**config.mk**
```make
export PLATFORM = sky130hd
export DESIGN_NAME = neuron_scheduler
export DESIGN_NICKNAME = d
export VERILOG_FILES = /design/src/rtl/neuron_scheduler_pkg.sv /design/src/rtl/neuron_scheduler_cycle_timer.sv /design/src/rtl/neuron_scheduler.sv
export SDC_FILE = /design/constraint.sdc
export NUM_CORES = 1
export LEC_CHECK = 0
export CAP_MARGIN = 20
export CORE_MARGIN = 2
export CORE_UTILIZATION = 60
export CTS_BUF_LIST = sky130_fd_sc_hd__clkbuf_4
export DETAILED_ROUTE_END_ITERATION = 10
export PLACE_DENSITY = 0.95
export SLEW_MARGIN = 20
export SYNTH_ARGS = -nofsm -noshare
export SYNTH_HDL_FRONTEND = slang
export SYNTH_SLANG_ARGS = --single-unit
```
**constraint.sdc**
```tcl
create_clock -name clk_i -period 5.65 [get_ports clk_i]
set_input_delay 1.13 -clock clk_i [delete_from_list [all_inputs] [get_ports clk_i]]
set_output_delay 1.13 -clock clk_i [all_outputs]
set_load 0.01 [all_outputs]
```
**src/rtl/neuron_scheduler_pkg.sv**
```systemverilog
// Shared types and elaboration helpers for the neuron scheduler and its cycle timer.
package neuron_scheduler_pkg;

  typedef enum logic [2:0] {
    StIdle,
    StCur,
    StUv,
    StWb,
    StWait
  } state_e;

  // Clocks spent on one neuron: current phase, u/v phase, one writeback clock.
  function automatic int unsigned slot_len(input int unsigned i_time,
                                           input int unsigned uv_time);
    return i_time + uv_time + 1;
  endfunction

  function automatic int unsigned idx_width(input int unsigned n);
    return (n > 1) ? $clog2(n) : 1;
  endfunction

endpackage

```
**src/rtl/neuron_scheduler_cycle_timer.sv**
```systemverilog
// Free-running computation-cycle counter; held at zero while the scheduler is idle.
module neuron_scheduler_cycle_timer
  import neuron_scheduler_pkg::*;
#(
  parameter int unsigned comp_cycle_time = 1000,
  localparam int unsigned CW = idx_width(comp_cycle_time)
) (
  input  logic clk_i,
  input  logic rst_ni,
  input  logic clear_i,
  output logic last_o
);

  logic [CW-1:0] cyc_q, cyc_d;

  assign last_o = (cyc_q == CW'(comp_cycle_time - 1));

  always_comb begin
    cyc_d = cyc_q + CW'(1);
    if (clear_i || last_o) begin
      cyc_d = '0;
    end
  end

  always_ff @(posedge clk_i or negedge rst_ni) begin
    if (!rst_ni) begin
      cyc_q <= '0;
    end else begin
      cyc_q <= cyc_d;
    end
  end

endmodule

```
**src/rtl/neuron_scheduler.sv**
```systemverilog
// Sequences every neuron through current, u/v and writeback once per computation cycle,
// and publishes the collected spike vector when the cycle ends.
module neuron_scheduler
  import neuron_scheduler_pkg::*;
#(
  parameter int unsigned Nn              = 4,
  parameter int unsigned i_time          = 8,
  parameter int unsigned uv_time         = 8,
  parameter int unsigned comp_cycle_time = 1000,
  localparam int unsigned NW = idx_width(Nn)
) (
  input  logic          clk_i,
  input  logic          rst_ni,
  input  logic          enable_i,
  input  logic          spike_in_i,
  output logic [NW-1:0] nidx_o,
  output logic          i_start_o,
  output logic          uv_start_o,
  output logic          wr_en_o,
  output logic [Nn-1:0] spikearray_o,
  output logic          cycle_done_o,
  output logic          busy_o
);

  localparam int unsigned Slot  = slot_len(i_time, uv_time);
  localparam int unsigned PhMax = (i_time > uv_time) ? i_time : uv_time;
  localparam int unsigned PW    = idx_width(PhMax);

  if ((comp_cycle_time < Nn * Slot + 1) || (i_time == 0) || (uv_time == 0)) begin : g_bad_cfg
    $error("neuron_scheduler: comp_cycle_time too short for Nn neuron slots");
  end

  state_e        state_q, state_d;
  logic [PW-1:0] phase_q, phase_d;
  logic [NW-1:0] nidx_q, nidx_d;
  logic [Nn-1:0] shadow_q, shadow_d;
  logic [Nn-1:0] spikes_q, spikes_d;
  logic          cyc_last;

  neuron_scheduler_cycle_timer #(
    .comp_cycle_time(comp_cycle_time)
  ) u_cycle_timer (
    .clk_i  (clk_i),
    .rst_ni (rst_ni),
    .clear_i(state_q == StIdle),
    .last_o (cyc_last)
  );

  always_comb begin
    state_d      = state_q;
    phase_d      = phase_q;
    nidx_d       = nidx_q;
    shadow_d     = shadow_q;
    spikes_d     = spikes_q;
    i_start_o    = 1'b0;
    uv_start_o   = 1'b0;
    wr_en_o      = 1'b0;
    cycle_done_o = 1'b0;
    unique case (state_q)
      StIdle: begin
        nidx_d  = '0;
        phase_d = '0;
        if (enable_i) state_d = StCur;
      end
      StCur: begin
        i_start_o = (phase_q == '0);
        if (phase_q == PW'(i_time - 1)) begin
          phase_d = '0;
          state_d = StUv;
        end else begin
          phase_d = phase_q + PW'(1);
        end
      end
      StUv: begin
        uv_start_o = (phase_q == '0);
        if (phase_q == PW'(uv_time - 1)) begin
          phase_d = '0;
          state_d = StWb;
        end else begin
          phase_d = phase_q + PW'(1);
        end
      end
      StWb: begin
        wr_en_o          = 1'b1;
        shadow_d[nidx_q] = spike_in_i;
        if (nidx_q == NW'(Nn - 1)) begin
          state_d = StWait;
        end else begin
          nidx_d  = nidx_q + NW'(1);
          state_d = StCur;
        end
      end
      StWait: begin
        // enable is only re-sampled here, so a mid-cycle drop still publishes this cycle.
        if (cyc_last) begin
          cycle_done_o = 1'b1;
          spikes_d     = shadow_q;
          shadow_d     = '0;
          nidx_d       = '0;
          state_d      = enable_i ? StCur : StIdle;
        end
      end
      default: state_d = StIdle;
    endcase
  end

  always_ff @(posedge clk_i or negedge rst_ni) begin
    if (!rst_ni) begin
      state_q  <= StIdle;
      phase_q  <= '0;
      nidx_q   <= '0;
      shadow_q <= '0;
      spikes_q <= '0;
    end else begin
      state_q  <= state_d;
      phase_q  <= phase_d;
      nidx_q   <= nidx_d;
      shadow_q <= shadow_d;
      spikes_q <= spikes_d;
    end
  end

  assign nidx_o       = nidx_q;
  assign spikearray_o = spikes_q;
  assign busy_o       = (state_q != StIdle);

endmodule

```
==> run summary <==
The run finished with clean final reports. The remaining max-slew budget at the tightest pin is 56.3%. The count of cell types in the netlist came out at 34. Relative to the synthesized area, the layout overhead comes to 12.4%.

For this design the static power due to leakage is 0.739 nW. The post-route cell area is 1600 sq um. The layout cell share with drive strength beyond 1 is 6.88%.

The share of synthesized area occupied by flip-flops and latches came out at 45.9%. The initial DRC count came out at 23. The first-pass GRT wire length is 4.61 mm. The maximum clock frequency came out at 252 MHz. The maximum clock skew at final layout is approximately 1.3 ps. The most critical setup path has its startpoint at u_cycle_timer.cyc_q[0]. The aggregate routed wire length is 2.62 mm. In this run the vertical extent of the chip is 52.6 um. The final hold violation count came out at 0. STA classifies the critical path startpoint as a flip-flop. The cell area power density is 169 nW/um^2. The count of flip-flops with a built-in enable after synthesis came out at 0. The number of pins exceeding their max-slew limit in the final report came out at 0. From left edge to right edge, the die measures 52.6 um.

The count of final setup violators came out at 0. The number of hold buffers added after cts is 0. Data on the critical path arrives at its endpoint at 2840 ps. After synthesis, the share of flip-flops with an asynchronous set or reset is between 90% and 100%.

The effective utilization at floorplan is 63.5%. The boundary pin count came out at 15. For the worst-skew pair, the clock arrives at the later sink with an insertion delay of 310 ps. The final layout contains approximately 170 nets. The number of H-tree branching levels came out at 1.

The summed instance area of the synthesized netlist came out at 1420 sq um. Clock-pin slew was measured on the worst setup and hold paths at between 100 and 150 ps. The final critical delay including setup and external delays came out at approximately 4000 ps. The setup TNS came out at 0 ps.

The standard cell core area is 2230 sq um. The final weighted congestion in routability-driven placement is 0.862. The overall track demand over capacity in global routing came out at 22.2%. The number of DRC violations after detailed routing came out at 0. The required time of the worst setup path is approximately 4500 ps. The HPWL after detailed placement is around 2 mm.

The path class of the tightest hold or removal check is reg -> reg. The actual transition at the worst max-transition pin is 656 ps. The via count of the first global-routing pass came out at 1,105. Setup repair after global routing left no endpoint under its margin. The die footprint came out at 2770 sq um.

The final worst-path cycle share is 70.2%. The peak fanout along the critical path is 9. The count of buffers added on input and output ports is 14. The Yosys step of the flow raised 0 warnings. The kind of critical path is reg -> out. The cell count after synthesis came out at 147. The post-route antenna net violation count came out at 0. The remaining global-route overflow came out at 0.

The worst register-to-register path begins at u_cycle_timer.cyc_q[0]. The row count is 17. The hold path startpoint is u_cycle_timer.cyc_q[0]. The antenna diode instance count is 0.

The number of antenna violations at the first check in global routing was 0. The post-cts resize count came out at 0. The total power consumption of the routed design came out at between 200 and 300 uW. The number of nets in the synthesized netlist is 159.

The worst-case register-to-register setup slack came out at 3270 ps. In the synthesized netlist the dominant register cell turns out to be sky130_fd_sc_hd__dfrtp_1. On the worst path, the slowest cell contributes a delay of 640 ps.

The maximum number of buffers from clock root to sink came out at 2. Across the VDD grid, the largest voltage drop is 0.142 mV. The TritonCTS buffer count is 3. The flip-flop and latch count after synthesis is 26. In this run the cell area measured after placement is 1570 sq um. The tree is rooted in a sky130_fd_sc_hd__clkbuf_4. The count of vias placed by the detailed router came out at 1,127. The kind of end point of the critical path is an output pin. The average detailed-routed wire length per instance is 13.9 um.

The top cell types in the final layout, fill and taps aside, are sky130_fd_sc_hd__dfrtp_1, sky130_fd_sc_hd__nor2_1, sky130_fd_sc_hd__inv_1, sky130_fd_sc_hd__clkdlybuf4s50_1, sky130_fd_sc_hd__nand2_1. The number of clock sinks came out at 26. Dividing the detail-routed via count by the number of cells gives 5.99. The total of max-cap violations came out at 0.

The fill cell instance count of the final layout is roughly 160. The signal on the critical path passes through ha_1, nand2_1, or4b_1, nor4_4, clkdlybuf4s50_1. The number of setup buffers added after CTS is 0. The cell type of the slowest stage on the worst timing path is sky130_fd_sc_hd__or4b_1. TritonCTS built the clock tree. The library cell used most frequently in the layout, excluding fill and tap cells, is sky130_fd_sc_hd__dfrtp_1.

Entering global routing, the biggest net connects 27 pins. The final core utilization came out at 71.4%. The first-pass iteration count of the detailed router is 4.

The mean instance size in the synthesized netlist came out at 9.65 sq um.
kinds of logic after synthesis:
| kind of cell | synth area share [%] |
|---|---|
| AOI/OAI and AO/OA | 15.0 |
| xor gates and xnor gates | 3.09 |
| adders and majority gates | 7.05 |
| buffers and inverters | 4.85 |
| DFF | 45.9 |
| muxes | 4.67 |
| and+or+nand+nor | 19.5 |
critical path: cells and delay by family, from the launching register on:
kind          cells  cell delay (ps)
fa+ha+maj         1              260
flops             1              410
simple gates      3             1210
buf+inv           1              640
layout make-up:
| type | count | area (sq um) | area share [%] |
|---|---|---|---|
| Timing Repair Buffer | 14 | 135 | 8.47 |
| Clock buffer | 3 | 22.5 | 1.41 |
| Clock inverter | 1 | 3.75 | 0.235 |
| Multi-Input combinational cell | 103 | 699 | 43.8 |
| Tap cell | 28 | 35.0 | 2.20 |
| Inverter | 13 | 48.8 | 3.06 |
| Sequential cell | 26 | 651 | 40.8 |
Yosys cell counts, types with 2 or more instances:
master                     count  area share [%]
sky130_fd_sc_hd__mux2_2        5             4.0
sky130_fd_sc_hd__nor3_1        3             1.1
sky130_fd_sc_hd__and3_1        3             1.3
sky130_fd_sc_hd__a31oi_1       6             2.6
sky130_fd_sc_hd__nand3b_1      3             1.6
sky130_fd_sc_hd__xor2_1        2             1.2
sky130_fd_sc_hd__dfrtp_1      26              46
sky130_fd_sc_hd__xnor2_1       3             1.9
sky130_fd_sc_hd__nand2b_1      5             2.2
sky130_fd_sc_hd__nor2_1       16             4.2
sky130_fd_sc_hd__inv_1        13             3.4
sky130_fd_sc_hd__o21ai_0       8             2.8
sky130_fd_sc_hd__ha_1          8             7.1
sky130_fd_sc_hd__o211a_1       4             2.8
sky130_fd_sc_hd__nand2_1      12             3.2
sky130_fd_sc_hd__clkbuf_1      3            0.79
sky130_fd_sc_hd__a21oi_1       5             1.8
sky130_fd_sc_hd__nand3_1       6             2.1
per-layer routing:
metal / GRT usage [%] / part of all wire (%) / wire length, um
met1: 28.3 / 43 / 1140
met2: 37.9 / 53 / 1380
met5: 0 / 0 / 0
met4: 8.97 / 0.50 / 13
met3: 2.86 / 3.4 / 88
registers in the layout, indices dropped and copies added (netlist names):
name,count
phase_q,3
state_q,3
nidx_o,2
spikearray_o,4
shadow_q,4
u_cycle_timer.cyc_q,10
path summary, 6_finish.rpt:
check | to | cells after the start
worst min register to register | u_cycle_timer.cyc_q[0] | 1
worst min-delay path | u_cycle_timer.cyc_q[0] | 1
worst max-delay path | cycle_done_o | 5
max in group asynchronous | u_cycle_timer.cyc_q[6] | 1
worst max register to register | spikearray_o[0] | 5
min in group asynchronous | phase_q[2] | 1
per-stage QoR:
step                      hold slack (ps)  std cells  setup WS [ps]
after global routing                  514        188           1490
after global placement                468        184           2150
after detailed placement              487        184           2050
final                                 500        188           1680
after floorplan                       454        147           2880
after CTS                             505        188           1670
power by group:
| part | switching [mW] | internal, mW |
|---|---|---|
| logic | 0.00362 | 0.00144 |
| registers | 0 | 0.186 |
| clock network | 0.0528 | 0.0259 |
No activity file was read; power rests on OpenSTA's default activity.
